[src/rtl/fetch_stage.sv]
// Instruction fetch stage with IF/ID register, ID-resolved branch/jump redirect,
// sticky halt and run-time statistics counters.
module fetch_stage #(
  parameter logic [31:0] RESET_PC = 32'h0000_0000,
  parameter int          IMEM_AW  = 10
) (
  input  logic               clk_i,
  input  logic               rst_i,
  input  logic               stall_i,
  input  logic               beq_i,
  input  logic               bne_i,
  input  logic               bgez_i,
  input  logic               jmp_i,
  input  logic               jr_i,
  input  logic               jal_i,
  input  logic               halt_req_i,
  input  logic [31:0]        rs_data_i,
  input  logic [31:0]        rt_data_i,
  input  logic [31:0]        imem_rdata_i,
  output logic [IMEM_AW-1:0] imem_addr_o,
  output logic [31:0]        pc_o,
  output logic [31:0]        if_id_instr_o,
  output logic [31:0]        if_id_pc4_o,
  output logic               if_id_valid_o,
  output logic               redirect_o,
  output logic               halted_o,
  output logic [31:0]        cycle_cnt_o,
  output logic [31:0]        jump_cnt_o,
  output logic [31:0]        btaken_cnt_o
);

  logic [31:0] pc_q, pc_d;
  logic [31:0] instr_q, instr_d;
  logic [31:0] pc4_q, pc4_d;
  logic        valid_q, valid_d;
  logic        halted_q, halted_d;
  logic [31:0] cycle_q, cycle_d;
  logic [31:0] jump_q, jump_d;
  logic [31:0] btaken_q, btaken_d;

  logic        hon;
  logic        cond;
  logic        jump_req;
  logic [31:0] imm;
  logic [31:0] btgt;
  logic [31:0] jtgt;
  logic [31:0] pc_plus4;

  assign hon      = valid_q & ~stall_i & ~halted_q;
  assign cond     = (beq_i  & (rs_data_i == rt_data_i)) |
                    (bne_i  & (rs_data_i != rt_data_i)) |
                    (bgez_i & ~rs_data_i[31]);
  // The decoder raises jmp alongside jal; OR-ing keeps a lone jal honoured too.
  assign jump_req = jmp_i | jal_i;
  assign imm      = {{14{instr_q[15]}}, instr_q[15:0], 2'b00};
  assign btgt     = pc4_q + imm;
  assign jtgt     = jr_i ? {rs_data_i[31:2], 2'b00}
                         : {pc4_q[31:28], instr_q[25:0], 2'b00};
  assign pc_plus4 = pc_q + 32'd4;

  assign redirect_o = hon & ~halt_req_i & (jump_req | cond);

  always_comb begin
    pc_d     = pc_q;
    instr_d  = instr_q;
    pc4_d    = pc4_q;
    valid_d  = valid_q;
    halted_d = halted_q;
    cycle_d  = cycle_q;
    jump_d   = jump_q;
    btaken_d = btaken_q;
    if (!halted_q) begin
      cycle_d = cycle_q + 32'd1;
      if (hon && halt_req_i) begin
        halted_d = 1'b1;
        instr_d  = 32'd0;
        valid_d  = 1'b0;
      end else if (stall_i) begin
        pc_d = pc_q;
      end else if (hon && jump_req) begin
        pc_d    = jtgt;
        instr_d = 32'd0;
        valid_d = 1'b0;
        jump_d  = jump_q + 32'd1;
      end else if (hon && cond) begin
        pc_d     = btgt;
        instr_d  = 32'd0;
        valid_d  = 1'b0;
        btaken_d = btaken_q + 32'd1;
      end else begin
        pc_d    = pc_plus4;
        instr_d = imem_rdata_i;
        pc4_d   = pc_plus4;
        valid_d = 1'b1;
      end
    end
  end

  always_ff @(posedge clk_i) begin
    if (rst_i) begin
      pc_q     <= RESET_PC;
      instr_q  <= 32'd0;
      pc4_q    <= 32'd0;
      valid_q  <= 1'b0;
      halted_q <= 1'b0;
      cycle_q  <= 32'd0;
      jump_q   <= 32'd0;
      btaken_q <= 32'd0;
    end else begin
      pc_q     <= pc_d;
      instr_q  <= instr_d;
      pc4_q    <= pc4_d;
      valid_q  <= valid_d;
      halted_q <= halted_d;
      cycle_q  <= cycle_d;
      jump_q   <= jump_d;
      btaken_q <= btaken_d;
    end
  end

  assign imem_addr_o   = pc_q[IMEM_AW+1:2];
  assign pc_o          = pc_q;
  assign if_id_instr_o = instr_q;
  assign if_id_pc4_o   = pc4_q;
  assign if_id_valid_o = valid_q;
  assign halted_o      = halted_q;
  assign cycle_cnt_o   = cycle_q;
  assign jump_cnt_o    = jump_q;
  assign btaken_cnt_o  = btaken_q;

endmodule

[config.mk]
export PLATFORM = sky130hd
export DESIGN_NAME = fetch_stage
export DESIGN_NICKNAME = d
export VERILOG_FILES = /design/src/rtl/fetch_stage.sv
export SDC_FILE = /design/constraint.sdc
export NUM_CORES = 1
export LEC_CHECK = 0
export BUFFER_PORTS_ARGS = -buffer_cell sky130_fd_sc_hd__clkbuf_2
export CAP_MARGIN = 5
export CORE_AREA = 2 2 178 180
export CTS_BUF_LIST = sky130_fd_sc_hd__clkbuf_4 sky130_fd_sc_hd__clkbuf_8 sky130_fd_sc_hd__clkbuf_16
export CTS_CLUSTER_DIAMETER = 80
export DETAILED_ROUTE_END_ITERATION = 8
export DIE_AREA = 0 0 180 182
export PLACE_DENSITY = 0.68
export SYNTH_ARGS = -nofsm -noshare
export SYNTH_HDL_FRONTEND = slang
export SYNTH_SLANG_ARGS = --single-unit
[constraint.sdc]
create_clock -name clk_i -period 6.7 [get_ports clk_i]
set_input_delay 1.34 -clock clk_i [delete_from_list [all_inputs] [get_ports clk_i]]
set_output_delay 1.34 -clock clk_i [all_outputs]
set_load 0.05 [all_outputs]
# Word-level counts from Yosys, hierarchy flattened
# Cells that the tools add are included.
[word_totals] inputBits=106 romBits=0 latchBits=0 memories=0 ramBits=0 output_inout_bits=205 word_cells=55 register_bits=194
[classes] eq_ne=3 magnitude_cmp=0 multipliers=0 shift=0 reduce_logical=8 add_sub_neg=5 bitwise_logic=18 div=0 n_mux=13
[ops] cell="32-bit two-way mux" count=7
[ops] cell="32-bit by 1-bit adder with 32-bit output (second input constant)" count=3
[ops] cell="32-bit by 3-bit adder with 32-bit output (second input constant)" count=1
[ops] cell="32-bit adder" count=1
[ops] cell="32-bit == test" count=1
[ops] cell="32-bit != test" count=1
[ops] cell="5-bit AND reduction" count=2
[ops] cell="1-bit bitwise AND" count=7
[ops] cell="1-bit NOT" count=7
[ops] cell="1-bit two-way mux" count=6
[ops] cell="1-bit bitwise OR" count=4
[ops] cell="4-bit AND reduction" count=1
[ops] cell="1-bit logical AND" count=3
[ops] cell="3-bit AND reduction" count=1
[ops] cell="2-bit by 1-bit != test with 1-bit output (second input constant)" count=1
[ops] cell="2-bit AND reduction" count=1

# Depth between registers and ports, before layout
# Gate-level depths: netlist of run 1.
[depth] word_depth=9 depth_mapped=12

# Worst setup path before layout of run 1
# No wires, ideal clock.
[synth_timing] kind="input-to-output" startpoint="input rt_data_i[23]" endpoint="output redirect_o" path_slack_ps=1922 stages=7 arrival_time_ps=3438 cell_sequence="xor2_1 -> nor4_1 -> nand4_1 -> o21ai_2 -> o311ai_2 -> clkbuf_1 -> a21oi_1"
[synth_via] elab_chain_len=6 elab_cells_between_ends=8
[synth_lines] item="start, declared" line_no="18" rtl="input logic [31:0] rt_data_i,"
[synth_lines] item="32-bit == test / 32-bit != test (equally long branches)" line_no="50, 51"
[synth_lines] item="1-bit bitwise AND (on tied branches)" line_no="50, 51"
[synth_lines] item="1-bit bitwise OR *" line_no="50" rtl="assign cond = (beq_i & (rs_data_i == rt_data_i)) |"
[synth_lines] item="1-bit bitwise OR *" line_no="51" rtl="(bne_i & (rs_data_i != rt_data_i)) |"
[synth_lines] item="1-bit bitwise OR *" line_no="61" rtl="assign redirect_o = hon & ~halt_req_i & (jump_req | cond);"
[synth_lines] item="1-bit bitwise AND *" line_no="61"
[synth_lines] item="end, declared" line_no="25" rtl="output logic redirect_o,"
# Mark *: on every way between the ends. The rest lies on a longest branch, timed or not.

# Final worst setup path of run 1
[layout_timing] startpoint="input rt_data_i[27]" endpoint="output redirect_o"
# The elaborated chain is that of the path after synthesis.

==> results of run 1 <==
[sequential cells by signal (all words and copies together) (netlist names)]
name           cells
jump_cnt_o        32
halted_o           1
if_id_valid_o      1
pc_o              32
if_id_instr_o     32
if_id_pc4_o       32
cycle_cnt_o       32
btaken_cnt_o      32
[power by group through the flow]
stage	logic, uW	registers [uW]	clock network, uW
after floorplan	289	1420	0
after global placement	618	1290	0
after detailed placement	620	1290	0
after CTS	624	1260	1080
after global routing	671	1270	1120
final	625	1260	1050
[worst max-delay path: stages]
cell and delay, ns:
clkbuf_2 0.09, xor2_1 0.15, nor4_1 1.01, nand4_1 0.61, o21ai_2 0.40, o311ai_4 0.15, a21oi_1 0.19, clkbuf_2 0.33
[cell families after synthesis]
family          synth area share
flops                      0.354
simple gates               0.232
xor+xnor                   0.115
buf+inv                   0.0413
mux                       0.0433
fa+ha+maj                 0.0395
compound gates             0.174
[cell usage after synthesis, drive strengths merged, types with 12 or more instances]
cell	count	area, um^2
a211oi	23	173
a21o	16	120
a21oi	85	425
a22oi	32	240
a31oi	12	75.1
and3	31	194
buf	21	141
clkbuf	57	214
dfxtp	194	3880
ha	33	413
inv	26	97.6
mux2i	35	350
nand2	107	402
nand3	54	270
nand4	19	119
nor2	207	777
nor2b	12	75.1
nor3	30	155
nor4	15	109
o21ai	53	269
or3	26	163
xnor2	61	534
xor2	83	727
[routing by layer]
layer,vias to the layer above,GRT usage,wire length (um)
met3,58,0.0463,2550
met5,-,0,26
met2,439,0.382,18300
met1,5214,0.300,17000
met4,4,0.0764,956
li1,5328,-,-
[through the flow]
stage               power (uW)  cells  instance area, um^2
global route              3060   2031                13400
global placement          1910   1999                12800
detailed placement        1910   1999                12800
floorplan                 1700   1354                11000
CTS                       2970   2031                13400
finish                    2940   2031                13400
[how the worst max path moves through the flow]
stage | end | cells after the start | from | slack, ns
floorplan | redirect_o | 7 | rt_data_i[23] | 1.92
global placement | redirect_o | 8 | rt_data_i[27] | 1.26
detailed placement | redirect_o | 8 | rs_data_i[12] | 1.21
CTS | redirect_o | 8 | rt_data_i[27] | 1.20
global route | redirect_o | 8 | rs_data_i[27] | 1.08
finish | redirect_o | 8 | rt_data_i[27] | 1.09
[cell usage in the layout (no fill, tap or decap), drive strengths merged, types with 5 or more instances in the layout]
cell / synthesis / layout
nand3: 54 / 54
dfxtp: 194 / 194
a211oi: 23 / 23
nor2: 207 / 207
mux2: 11 / 11
and4: 8 / 8
o211ai: 11 / 11
or4: 5 / 5
buf: 21 / 12
o21bai: 6 / 6
xnor2: 61 / 61
a22o: 6 / 6
or3: 26 / 26
a21oi: 85 / 85
ha: 33 / 33
o21ai: 53 / 53
clkbuf: 57 / 328
nor3: 30 / 30
nor4: 15 / 15
mux2i: 35 / 35
clkinvlp: 0 / 5
nor2b: 12 / 12
a31oi: 12 / 12
inv: 26 / 31
xor2: 83 / 83
nand2b: 9 / 9
a21o: 16 / 16
a31o: 6 / 6
a22oi: 32 / 32
or2: 9 / 9
nand4: 19 / 19
nand2: 107 / 107
and3: 31 / 31
o31ai: 6 / 6
[layout make-up]
class / count / area, um^2
clock buffers: 19 / 453
multi-input cells: 1056 / 6650
fillers: 3130 / 17600
well taps: 402 / 503
repair buffers: 321 / 1650
flip-flops and latches: 194 / 3880
inverters: 26 / 97.6
clock inverters: 13 / 144
==> summary.md, run 1 <==
| Metric | Value |
|---|---|
| Status | finished, final reports clean |
| Setup crit start kind | input port |
| Ports | 311 |
| Pre-CTS setup slack | 1.21 ns |
| Synth warn | 0 |
| First-pass GRT wire length | 59.3 mm |
| Routed vias | 11000 |
| Top FF cell, synth | dfxtp_1 |
| Mapped Nets | 1494 |
| Worst Path Max Fanout | 4 |
| P_sw | 1010 uW |
| Clk pwr share | 0.359 |
| Vias in the first global route | 10200 |
| CTS tree | built |
| Core ar. | 31000 um^2 |
| Starting Density | 0.354 |
| Sequential Power Share | 0.429 |
| Std cell rows | 65 |
| Worst hold path class | register to register |
| Async set-reset flop share out of synthesis | 0 |
| Setup Viol. Count Final | 0 |
| TritonCTS Sinks | 194 |
| Final ANT Viol Nets | 0 |
| Antenna diode count | 0 |
| Max-slew violations | 0 |
| PwrDens | 220 nW/um^2 |
| WHS | 0.484 ns |
| Logic pwr share | 0.212 |
| Share of layout cells above drive strength 1 | 0.237 |
| Avg Cell Area, Syn | 8.10 um^2 |
| Resize count post-CTS | 0 |
| Period utilization | 0.837 |
| Mapped cell area | 11000 um^2 |
| Final hold violation count | 0 |
| Library cells used by synthesis | 67 |
| Seq/Total Area, Yosys | 0.354 |
| Final net count | 1756 |
| Bufs on Longest Clock Path | 2 |
| Hold Path Sink | if_id_pc4_o[0] |
| FF-to-FF path depth | 9 |
| DRT Wirelength | 38.9 mm |
| Clk_skew | 0.0136 ns |
| Flip-flop and latch count after synthesis | 194 |
| R2r startpoint | halted_o |
| Initial DRC Count | 922 |
| Cell internal pwr | 1930 uW |
| Peak VDD IR | 0.000178 V |
| Final Critical Period | 5.61 ns |
| CP Capture Type | output port |
| First-pass DRT Iterations | 5 |
| Postcts setup bufs | 0 |
| Initial antenna violation count | 2 |
| Fin worst setup slack | 1.09 ns |
| Worst r2r dst | pc_o[14] |
| Port bufs | 310 |
| CTS root buf | clkbuf_16 |
| Leak | 0.00578 uW |
| Layout area overhead | 22.1% |
| DPL Wire Length | 29.4 mm |
| Worst-margin pin slew | 1.20 ns |
| H-tree levels | 4 |
| CTS Buf Count | 17 |
| WP data required | 5.36 ns |
| # hold bufs at CTS | 0 |
| TNS Setup | 0 ns |
| Worst reg-to-reg setup slack | 2.29 ns |
| RSZ-0062 raised after global routing | no |
| Worst rel slew slack | 0.190 |
| Die X | 180 um |
| Die Ht | 182 um |
| All-layer global routing usage | 0.231 |
| Remaining global-route overflow | 0 |
| Worst Path Class, Setup | input port to output port |
| EDFF count, synth | 0 |
| Gate Count Post-Synth | 1354 |
| WHS Path Cells | 2 |
| Pin count of the biggest net entering global routing | 102 |
| Wire per inst | 19.1 um |
| Net Sw Frac | 0.345 |
| Max Freq | 0.178 GHz |
| Die area | 32800 um^2 |
| Hold path start | if_id_pc4_o[0] |
| Post-route DRC | 0 |
| CP arrival | 4.27 ns |
| Clock transition at path regs | 0.07 ns |
| Max cap viols | 0 |
| Insertion delay to the later sink of the worst-skew pair | 0.44 ns |
| Global placement routability congestion | 0.954 |
| Drt via density | 5.44 |
| Final core utilization | 0.432 |
(Power assumes the default switching activity.)
==> run 2: changes to the inputs <==
--- a/config.mk
+++ b/config.mk
@@ -12,7 +12,7 @@
 export CTS_CLUSTER_DIAMETER = 80
 export DETAILED_ROUTE_END_ITERATION = 8
 export DIE_AREA = 0 0 180 182
-export PLACE_DENSITY = 0.68
+export PLACE_DENSITY = 0.7
 export SYNTH_ARGS = -nofsm -noshare
 export SYNTH_HDL_FRONTEND = slang
 export SYNTH_SLANG_ARGS = --single-unit
==> constraint.sdc (replaced) <==
create_clock -name clk_i -period 4.9 [get_ports clk_i]
set_input_delay 0.98 -clock clk_i [delete_from_list [all_inputs] [get_ports clk_i]]
set_output_delay 0.98 -clock clk_i [all_outputs]
set_load 0.05 [all_outputs]
==> run 2 against run 1 <==
Against the previous run:
- first-iteration DRC count fell by 16%
- sequential power rose by 37%
- wire length grew 1.1%
- register-to-register slack worse by 0.65 ns
- critical path depth stayed put
- hold slack got worse by 0.0050 ns
==> summary.md, run 2 (synthesis results as in run 1) <==
| Metric | Value |
|---|---|
| Worst Path Class, Setup | input port to output port (unchanged) |
| Logic pwr share | 0.216 (was 0.212) |
| Max cap viols | 0 (unchanged) |
| Die area | 32800 um^2 (unchanged) |
| Die X | 180 um (unchanged) |
| Postcts setup bufs | 0 (unchanged) |
| TNS Setup | 0 ns (unchanged) |
| Worst rel slew slack | 0.330 (was 0.190) |
| CTS root buf | clkbuf_16 (unchanged) |
| Leak | 0.00588 uW (was 0.00578 uW) |
| Initial antenna violation count | 0 (was 2) |
| Final hold violation count | 0 (unchanged) |
| PwrDens | 300 nW/um^2 (was 220 nW/um^2) |
| Max-slew violations | 0 (unchanged) |
| Setup Viol. Count Final | 0 (unchanged) |
| Most frequent cells in the layout | 309 x clkbuf_2, 206 x nor2_1, 194 x dfxtp_1 (was 309 x clkbuf_2, 205 x nor2_1, 194 x dfxtp_1) |
| Final Critical Period | 4.40 ns |
| # hold bufs at CTS | 0 (unchanged) |
| Bufs on Longest Clock Path | 2 (unchanged) |
| Vias in the first global route | 10300 (was 10200) |
| Clk_skew | 0.0132 ns (was 0.0136 ns) |
| Final ANT Viol Nets | 0 (unchanged) |
| CTS tree | built (unchanged) |
| Crit path buf inv count | 2 (unchanged) |
| FILL cells | 3071 (was 3130) |
| Sequential Power Share | 0.424 (was 0.429) |
| First-pass GRT wire length | 59.8 mm (was 59.3 mm) |
| Worst hold path class | register to register (unchanged) |
| All-layer global routing usage | 0.234 (was 0.231) |
| Die Ht | 182 um (unchanged) |
| Final core utilization | 0.437 (was 0.432) |
| Antenna diode count | 0 (unchanged) |
| Resize count post-CTS | 0 (unchanged) |
| Status | finished, final reports clean (unchanged) |
| Routed vias | 11100 (was 11000) |
| Peak VDD IR | 0.000233 V (was 0.000178 V) |
| H-tree levels | 4 (unchanged) |
| Crit-path slowest cell | nor4_1 (unchanged) |
| RSZ-0062 raised after global routing | no (unchanged) |
| Clock transition at path regs | 0.08 ns (was 0.07 ns) |
| Share of layout cells above drive strength 1 | 0.243 (was 0.237) |
| Crit-path max cell delay | 0.61 ns (was 1.01 ns) |
| DPL Wire Length | 30.0 mm (was 29.4 mm) |
| P_sw | 1420 uW (was 1010 uW) |
| Wire per inst | 19.2 um (was 19.1 um) |
| First-pass DRT Iterations | 6 (was 5) |
| Pin count of the biggest net entering global routing | 76 (was 102) |
| Global placement routability congestion | 0.953 (was 0.954) |
| Max Freq | 0.227 GHz |
| Placed Area | 12900 um^2 (was 12800 um^2) |
| Worst-margin pin slew | 1.00 ns (was 1.20 ns) |
| CP Capture Type | output port (unchanged) |
| Port bufs | 310 (unchanged) |
| Core ar. | 31000 um^2 (unchanged) |
| DRT Wirelength | 39.3 mm (was 38.9 mm) |
| CTS Buf Count | 17 (unchanged) |
| Hold Path Sink | if_id_pc4_o[0] (unchanged) |
| R2r startpoint | if_id_instr_o[1] (was halted_o) |
| CP arrival | 3.42 ns (was 4.27 ns) |
| Worst reg-to-reg setup slack | 1.64 ns (was 2.29 ns) |
| Worst Path Max Fanout | 4 (unchanged) |
| Starting Density | 0.354 (unchanged) |
| Crit-path cells | clkbuf_2 -> xor2_1 -> nor4_1 -> nand4_1 -> o21ai_2 -> o311ai_4 -> a21oi_1 -> clkbuf_2 (unchanged) |
| Layout area overhead | 23.4% (was 22.1%) |
| Period utilization | 0.899 |
| Cell internal pwr | 2630 uW (was 1930 uW) |
| Top delay family on crit path | simple AND/OR/NAND/NOR gates (unchanged) |
| Worst r2r dst | pc_o[31] (was pc_o[14]) |
| Clk pwr share | 0.360 (was 0.359) |
| Initial DRC Count | 777 (was 922) |
| WP data required | 3.92 ns (was 5.36 ns) |
| Std cell rows | 65 (unchanged) |
| Insertion delay to the later sink of the worst-skew pair | 0.45 ns (was 0.44 ns) |
| Hold path start | if_id_pc4_o[0] (unchanged) |
| Drt via density | 5.43 (was 5.44) |
| WHS Path Cells | 2 (unchanged) |
| Design area | 13500 um^2 (was 13400 um^2) |
| TritonCTS Sinks | 194 (unchanged) |
| Most used cell, CP | clkbuf_2 (unchanged) |
| Ports | 311 (unchanged) |
| WHS | 0.479 ns (was 0.484 ns) |
| Net Sw Frac | 0.351 (was 0.345) |
| FF-to-FF path depth | 9 (unchanged) |
| Setup crit start kind | input port (unchanged) |
| Post-route DRC | 0 (unchanged) |
| Final net count | 1772 (was 1756) |
| Most common cell after layout, fill and taps aside | clkbuf_2 (unchanged) |
| Remaining global-route overflow | 0 (unchanged) |
run 2: cell count changes in the layout (fill, tap and decap cells not counted), sizes merged:
cell,previous run,this run
inv,31,33
buf,12,28
clkinv,2,4
clkbuf,328,327
clkinvlp,5,2
run 2: tightest hold or removal path, stage by stage (launching register included):
cell     delay [ns]
dfxtp_1        0.33
nand2_1        0.06
a21oi_1        0.05
run 2: power groups by stage:
stage	Sequential [uW]	Combinational (uW)	Clock, uW
after floorplan	1940	395	0
after global placement	1760	864	0
after detailed placement	1760	869	0
after CTS	1720	873	1500
after global routing	1730	933	1550
final	1720	876	1460
run 2: worst max path at each step:
stage,startpoint,endpoint,depth (start not counted)
2_1_floorplan,rt_data_i[23],redirect_o,7
4_1_cts,rs_data_i[29],redirect_o,8
3_5_place_dp,rs_data_i[29],redirect_o,8
5_1_grt,rs_data_i[29],redirect_o,8
6_report,rs_data_i[29],redirect_o,8
3_3_place_gp,rs_data_i[29],redirect_o,8
run 2: cell type report:
type,instances,area [um^2],share of cell area
Clock inverter,14,165,0.0122
Timing Repair Buffer,337,1800,0.133
Multi-Input combinational cell,1056,6650,0.491
Sequential cell,194,3880,0.287
Clock buffer,18,433,0.0320
Inverter,26,97.6,0.00721
Tap cell,402,503,0.0372
run 2: per-layer routing:
layer,track usage,up-vias,wire [um],part of all wire
met3,0.0363,50,2370,0.060
met5,0,-,0,0
li1,-,5370,-,-
met2,0.384,430,18400,0.47
met1,0.315,5268,17800,0.45
met4,0.0722,0,791,0.020
run 2: through the flow:
stage	setup slack [ns]	std cells	total power, uW
2_1_floorplan	0.842	1354	2330
3_3_place_gp	0.527	2015	2620
3_5_place_dp	0.571	2015	2630
4_1_cts	0.559	2047	4090
5_1_grt	0.402	2047	4210
6_report	0.496	2047	4060
